[config.mk]
export PLATFORM = sky130hd
export DESIGN_NAME = drum_step_scheduler
export DESIGN_NICKNAME = d
export VERILOG_FILES = /design/src/rtl/drum_step_scheduler.sv
export SDC_FILE = /design/constraint.sdc
export NUM_CORES = 1
export LEC_CHECK = 0
export ABC_AREA = 1
export BUFFER_PORTS_ARGS = -buffer_cell sky130_fd_sc_hd__buf_4
export CAP_MARGIN = 30
export CORE_MARGIN = 3
export CORE_UTILIZATION = 58
export CTS_CLUSTER_DIAMETER = 200
export DETAILED_ROUTE_END_ITERATION = 10
export HOLD_SLACK_MARGIN = 0.05
export PLACE_DENSITY_LB_ADDON = 0.08
export RECOVER_POWER = 100
export SETUP_SLACK_MARGIN = 0.02
export SLEW_MARGIN = 20
export SYNTH_ARGS = -nofsm -noshare
export SYNTH_HDL_FRONTEND = slang
export SYNTH_SLANG_ARGS = --single-unit
[constraint.sdc]
create_clock -name clk_50 -period 4.4 [get_ports clk_50]
set_input_delay 0.44 -clock clk_50 [delete_from_list [all_inputs] [get_ports clk_50]]
set_output_delay 0.44 -clock clk_50 [all_outputs]
set_load 0.05 [all_outputs]
[src/rtl/drum_step_scheduler.sv]
// drum_step_scheduler: sequences drum-mesh solver time steps across NCOLS
// column engines. It runs the init sweep, launches one compute step per audio
// tick, applies rho_eff updates only at step boundaries, captures the centre
// node sample and hands it to the audio path over valid/ready.
//
// Ports:
//   clk_50, reset          clock, asynchronous active-low reset
//   sample_tick            one-cycle request for a time step
//   init_req               one-cycle request for a new init sweep (strike)
//   rho_in, rho_wr         new rho_eff value and its shadow-register load
//   col_done[NCOLS]        per-column done pulses (init or step)
//   center_val             centre node u_next, held one cycle past the last done
//   col_init, col_start    one-cycle pulses to all columns
//   rho_eff                coefficient to all columns, stable within a step
//   audio_data/valid/ready captured sample handshake
//   busy                   low only when idle
//   step_count             completed steps since last init sweep
//   overrun, timeout_err   sticky error flags, cleared only by reset
module drum_step_scheduler #(
  parameter int unsigned NCOLS       = 1,
  parameter logic [17:0] RHO_DEFAULT = 18'h02000,
  parameter int unsigned TIMEOUT     = 1023
) (
  input  logic              clk_50,
  input  logic              reset,
  input  logic              sample_tick,
  input  logic              init_req,
  input  logic [17:0]       rho_in,
  input  logic              rho_wr,
  input  logic [NCOLS-1:0]  col_done,
  input  logic [17:0]       center_val,
  output logic              col_init,
  output logic              col_start,
  output logic [17:0]       rho_eff,
  output logic [17:0]       audio_data,
  output logic              audio_valid,
  input  logic              audio_ready,
  output logic              busy,
  output logic [31:0]       step_count,
  output logic              overrun,
  output logic              timeout_err
);

  localparam int unsigned TW = (TIMEOUT < 1) ? 1 : $clog2(TIMEOUT + 1);
  localparam logic [NCOLS-1:0] ALL_DONE = '1;

  typedef enum logic [2:0] {
    S_INIT,
    S_IWAIT,
    S_IDLE,
    S_START,
    S_WAIT
  } state_t;

  state_t           state;
  logic [NCOLS-1:0] done_mask;
  logic [NCOLS-1:0] mask_now;
  logic [TW-1:0]    timer;
  logic [17:0]      shadow;
  logic             init_pend;
  logic             accept;

  // Mask including pulses arriving this cycle; audio sink acceptance.
  assign mask_now = done_mask | col_done;
  assign accept   = audio_valid & audio_ready;

  // Scheduler FSM with all outputs registered.
  always_ff @(posedge clk_50 or negedge reset) begin
    if (!reset) begin
      state       <= S_INIT;
      done_mask   <= '0;
      timer       <= '0;
      shadow      <= RHO_DEFAULT;
      init_pend   <= 1'b0;
      col_init    <= 1'b0;
      col_start   <= 1'b0;
      rho_eff     <= RHO_DEFAULT;
      audio_data  <= '0;
      audio_valid <= 1'b0;
      busy        <= 1'b1;
      step_count  <= '0;
      overrun     <= 1'b0;
      timeout_err <= 1'b0;
    end else begin
      col_init  <= 1'b0;
      col_start <= 1'b0;

      if (rho_wr) begin
        shadow <= rho_in;
      end

      // A capture later in this block overrides the acceptance clear.
      if (accept) begin
        audio_valid <= 1'b0;
      end

      // Outside idle, ticks are lost and init requests wait for idle.
      if (state != S_IDLE) begin
        if (sample_tick) overrun   <= 1'b1;
        if (init_req)    init_pend <= 1'b1;
      end

      case (state)
        S_INIT: begin
          col_init  <= 1'b1;
          done_mask <= '0;
          busy      <= 1'b1;
          state     <= S_IWAIT;
        end

        S_IWAIT: begin
          if (mask_now == ALL_DONE) begin
            done_mask  <= '0;
            step_count <= '0;
            busy       <= 1'b0;
            state      <= S_IDLE;
          end else begin
            done_mask <= mask_now;
          end
        end

        S_IDLE: begin
          // Init wins over a simultaneous tick, which is then lost.
          if (init_req || init_pend) begin
            init_pend <= 1'b0;
            if (sample_tick) overrun <= 1'b1;
            busy  <= 1'b1;
            state <= S_INIT;
          end else if (sample_tick) begin
            busy  <= 1'b1;
            state <= S_START;
          end
        end

        S_START: begin
          col_start <= 1'b1;
          rho_eff   <= shadow;
          done_mask <= '0;
          timer     <= '0;
          state     <= S_WAIT;
        end

        S_WAIT: begin
          // Capture one cycle after the mask fills; center_val is still valid.
          if (done_mask == ALL_DONE) begin
            audio_data  <= center_val;
            audio_valid <= 1'b1;
            if (audio_valid && !audio_ready) overrun <= 1'b1;
            step_count  <= step_count + 32'd1;
            busy        <= 1'b0;
            state       <= S_IDLE;
          end else if (timer == TW'(TIMEOUT)) begin
            timeout_err <= 1'b1;
            busy        <= 1'b0;
            state       <= S_IDLE;
          end else begin
            done_mask <= mask_now;
            timer     <= timer + TW'(1);
          end
        end

        default: begin
          busy  <= 1'b1;
          state <= S_INIT;
        end
      endcase
    end
  end

endmodule

# Yosys cells after proc, flatten, opt, wreduce, memory -nomap -nowiden

Index checks and enable logic that the tools add are counted.
W data, S select, Z words.

Bits in registers: 107
Input port bits: 43
Output and inout bits: 74
Word-level logic and storage cells: 83

Add/subtract/negate cells: 2
Eq/ne operators: 12
Muxes and demuxes: 37
Bitwise operators: 4
Reductions and logical operators: 14

Operator list:

| operator                | count |
|---|---|
| $mux W32                | 2 |
| $pmux W32 S2            | 1 |
| $add A32 B1 Y32 const B | 1 |
| $mux W1                 | 22 |
| $mux W10                | 2 |
| $pmux W10 S2            | 1 |
| $mux W3                 | 5 |
| $pmux W3 S5             | 1 |
| $reduce_and A3 Y1       | 4 |
| $add A10 B1 Y10 const B | 1 |
| $eq A10 B10 Y1 const B  | 1 |
| $ne A2 B2 Y1 const B    | 4 |
| $eq A3 B2 Y1 const B    | 2 |
| $ne A3 B3 Y1 const B    | 2 |
| $reduce_bool A2 Y1      | 3 |
| $pmux W1 S2             | 2 |
| $pmux W1 S4             | 1 |
| $reduce_and A4 Y1       | 1 |
| $eq A3 B1 Y1 const B    | 1 |
| $eq A3 B3 Y1 const B    | 1 |
| $logic_not A3 Y1        | 1 |
| $ne A3 B2 Y1 const B    | 1 |
| $reduce_or A3 Y1        | 1 |
| $not A1 Y1              | 2 |
| other kinds (6)         | 6 |

# Logic depth before layout (Yosys ltp)

Depth after elaboration: 5
Mapped depth: 10
Depth with buffers taken out: 10

# Worst setup path before layout

OpenSTA, ideal clock, no wires.

Kind: register -> register
Start: reg step_count[1]
End: reg step_count[18]
Setup time: 114 ps
Arrival: 1,774 ps
Slack: 2,512 ps
Cell stages (with the launch flop): 11
Buffers on the path: 0
Clock period less this slack: 1,888 ps
Cell sequence: dfrtp_1 ha_1 nand2_2 nor2_4 nand2_1 nor2_4 nand2_2 nor2_1 nand2_1 nand2_1 nor2_1

Longest elaborated chain between the ends: 3

RTL lines:

| item                   | RTL line | RTL |
|---|---|---|
| from (decl)            | 39       | `output logic [31:0] step_count,` |
| from (signal assigned) | 149      | `step_count <= step_count + 32'd1;` |
| $add A32 B1 Y32        | 149      |  |
| $mux W32               | 145      | `if (done_mask == ALL_DONE) begin` |
| $pmux W32 S2           | 103      | `case (state)` |

Every way passes these cells. The select of a mux whose other input is x is not followed.
A chain may end at the register's enable or synchronous reset.

# Final worst setup path

Start: reg done_mask
End: reg step_count[18]

Longest elaborated chain between the ends: 3

RTL lines:

| item                            | RTL line | RTL |
|---|---|---|
| from (decl)                     | 56       | `logic [NCOLS-1:0] done_mask;` |
| from (signal assigned)          | 118      | `done_mask <= mask_now;` |
| from (signal assigned)          | 157      | `done_mask <= mask_now;` |
| $or A1 B1 Y1                    | 64       | `assign mask_now = done_mask \| col_done;` |
| $ne A2 B2 Y1 (no line)          | --       |  |
| $reduce_and A3 Y1 (no line) (*) | --       |  |

Mark *: on every way between the ends. The rest lies on a longest branch, timed or not.

==> results.sh <==
export IMPL_synth_cells=679
export IMPL_critPathSlowestCell="clkbuf_1"
export IMPL_vias=4789
export IMPL_yosysSeqAreaShare_pct=51.6
export IMPL_place_hpwl_um=9060
export IMPL_synth_ff_type="dfrtp_1"
export IMPL_crit_path_max_fanout=24
export IMPL_synth_distinct_cells=33
export IMPL_outcome="finished with violations"
export IMPL_syn2layout_area_growth_pct=14.7
export IMPL_die_w_um=101
export IMPL_crit_top_cell="nand2_1"
export IMPL_start_util_pct=61.4
export IMPL_yosysMostFrequentCell="nand2_1"
export IMPL_setup_tns_ns=0
export IMPL_finalSetupViolCount=0
export IMPL_grt_pass1_wl_um=20800
export IMPL_maxCapViolCount=1
export IMPL_cp_end_kind="register"
export IMPL_synth_edf_count=0
export IMPL_met2_length_um=5860
export IMPL_fin_cells=897
export IMPL_wl_met1_um=5330
export IMPL_nets=833
export IMPL_pre_cts_ws_ns=2.07
export IMPL_tightestPinTransition_ns=2.06
export IMPL_fin_skew_ns=0.00744
export IMPL_crit_type="register to register"
export IMPL_drive_gt1_share_pct=8.84
export IMPL_fp_row_count=33
export IMPL_maxSlewViolCount=42
export IMPL_ys_ff_latch=107
export IMPL_antennaDiodeCount=0
export IMPL_finalCritPeriodShare_pct=67.7
export IMPL_syn_avg_cell_area_um2=7.66
export IMPL_top_layer_used="met4"
export IMPL_clkTransAtPathRegs_ns=0.10
export IMPL_yosysWarnings=0
export IMPL_holdBufCountCts=0
export IMPL_ys_top_cells_by_count="nand2_1 (244), dfrtp_1 (104), nor2_1 (76)"
export IMPL_io_buffers=116
export IMPL_grt_max_degree=68
export IMPL_drtIter0Drc=215
export IMPL_crit_path_start_kind="register"
export IMPL_n_fill_cell=753
export IMPL_yosysTopAreaCell="dfrtp_1"
export IMPL_syn_area_um2=5200
export IMPL_detail_route_wirelength_um=12400
export IMPL_seq_area_um2=2680
export IMPL_die_h_um=101
export IMPL_multi_input_area_um2=2100
export IMPL_finalHoldViolCount=0
export IMPL_post_cts_resized=0
export IMPL_timing_final_ws_setup_ns=1.42
export IMPL_synth_top_cell_area_share_pct=50.0
export IMPL_wl_met3_um=1100
export IMPL_core_um2=8460
export IMPL_grt_setup_unrepaired="no"
export IMPL_crit_chain="nand3_1 > clkbuf_1 > nand2_1 > clkbuf_1 > nand2_1 > nor2_1 > nand2_1 > nand2_1 > nor2_1"
export IMPL_slowest_delay_ns=0.86
export IMPL_slew_headroom_pct=-37.4
export IMPL_final_min_clock_period_ns=2.98
export IMPL_violations="capacitance limit, slew limit"
export IMPL_antenna_found_initial=0
export IMPL_vdd_drop_max_uv=330
export IMPL_gp_congestion=0.909
export IMPL_ctsRootBufferMaster="clkbuf_8"
export IMPL_io_pins=117
export IMPL_synthArstFlopShare_pct=100
export IMPL_first_global_vias=4618
export IMPL_cp_required_ns=4.71
export IMPL_powerDensity_nw_per_um2=476
export IMPL_synth_area_leaders="dfrtp_1 (50%), nand2_1 (18%), nor2_1 (5.5%), inv_1 (4.9%), nand3_1 (3.8%)"
export IMPL_cts_setup_buffers=0
export IMPL_die_area_um2=10100
export IMPL_grt_total_usage_pct=25.6
export IMPL_place_inst=882
export IMPL_overflow=0
export IMPL_antenna_left=0
export IMPL_firstDrtPassIters=6
export IMPL_cts_max_level=3
export IMPL_viasPerCell=5.34
export IMPL_worstPathArrival_ns=3.29
export IMPL_hp_class="input pin to asynchronous set/reset pin"
export IMPL_leakagePower_nw=2.77
export IMPL_cts_max_path_buffers=2
export IMPL_cts_tree="yes"
export IMPL_wl_per_cell_um=13.9
export IMPL_clock_latency_ns=0.37
export IMPL_numCtsBuffers=9
export IMPL_max_freq_mhz=336
export IMPL_synth_fp_nets=724
export IMPL_clock_sinks=107
export IMPL_route_detailed_drc=0
==> final cells by class <==
cell class | count | share of cell area [%]
clock buffer | 9 | 2.08
clock inverter | 6 | 0.986
inverter | 71 | 4.47
multi-input combinational | 479 | 35.1
sequential | 107 | 44.9
tap | 105 | 2.20
timing repair buffer | 120 | 10.2
==> worst paths after layout <==
path	startpoint	to	slack, ns	cells past startpoint
max	done_mask$_DFFE_PN0P_	step_count[18]$_DFFE_PN0P_	1.42	9
min	reset	timer[4]$_DFFE_PN0P_	0.15	1
max reg2reg	done_mask$_DFFE_PN0P_	step_count[18]$_DFFE_PN0P_	1.42	9
min reg2reg	timeout_err$_DFFE_PN0P_	timeout_err$_DFFE_PN0P_	0.48	2
max in group asynchronous	reset	shadow[17]$_DFFE_PN0P_	1.84	2
min in group clk_50	center_val[1]	audio_data[1]$_DFFE_PN0N_	0.25	3
==> registers in the layout, summed over array words and instances (netlist names) <==
name / cells
step_count: 32
col_init: 1
done_mask: 1
busy: 1
state: 3
col_start: 1
overrun: 1
init_pend: 1
shadow: 18
timer: 10
audio_valid: 1
rho_eff: 18
audio_data: 18
timeout_err: 1
==> per-stage QoR <==
step | utilization, % | hold WS, ns | power, mW | cell area (um2)
finish | 70.5 | 0.154 | 2.84 | 5970
global route | 70.5 | 0.218 | 3.00 | 5970
CTS | 74.4 | 0.189 | 3.00 | 6300
detailed placement | 72.3 | 0.461 | 2.42 | 6120
global placement | 72.3 | 0.463 | 2.39 | 6120
floorplan | - | 0.144 | 2.08 | 5200
==> worst max-delay path: cells and delay by family (launching register included) <==
| family | cells | cell delay, ns |
|---|---|---|
| flip-flops | 1 | 0.46 |
| buffers and inverters | 2 | 1.28 |
| AND/OR/NAND/NOR | 7 | 1.18 |
==> report_power, final <==
group,internal [mW],switching (mW)
clock,0.215,0.359
sequential,1.16,0.0978
combinational,0.186,0.824
==> cell families (layout without fill, tap and decap cells) <==
logic type               count (synthesis)  in the layout  synth area share, %
flip-flops                             107            107                 51.6
XOR/XNOR                                 6              6                 1.01
buffers and inverters                   93            206                 7.34
adder cells (fa/ha/maj)                  2              2                0.481
AO/OA/AOI/OAI                           75             75                 7.68
AND/OR/NAND/NOR                        396            396                 31.9
==> cell usage in the layout, fill, tap and decap left out, types with 2 or more instances in the layout <==
cell type / n
nand3_1: 42
nand2_2: 2
nor2_4: 2
ha_1: 2
nor3_1: 2
buf_4: 42
a31oi_1: 2
clkbuf_8: 9
dfstp_2: 3
inv_6: 3
a21oi_1: 12
clkbuf_1: 78
nor2_1: 77
nand4_1: 19
nor3b_1: 2
nand2_1: 246
dfrtp_1: 104
xor2_1: 5
nor2_2: 2
inv_1: 69
o21ai_0: 57
==> metal layers <==
metal  track usage, %  vias to the layer above
met4             8.29                        0
met2             40.2                      183
met3             7.13                       16
met5                0                        -
met1             34.4                     2238
li1                 -                     2352
Power figures use the tool's default switching activity.
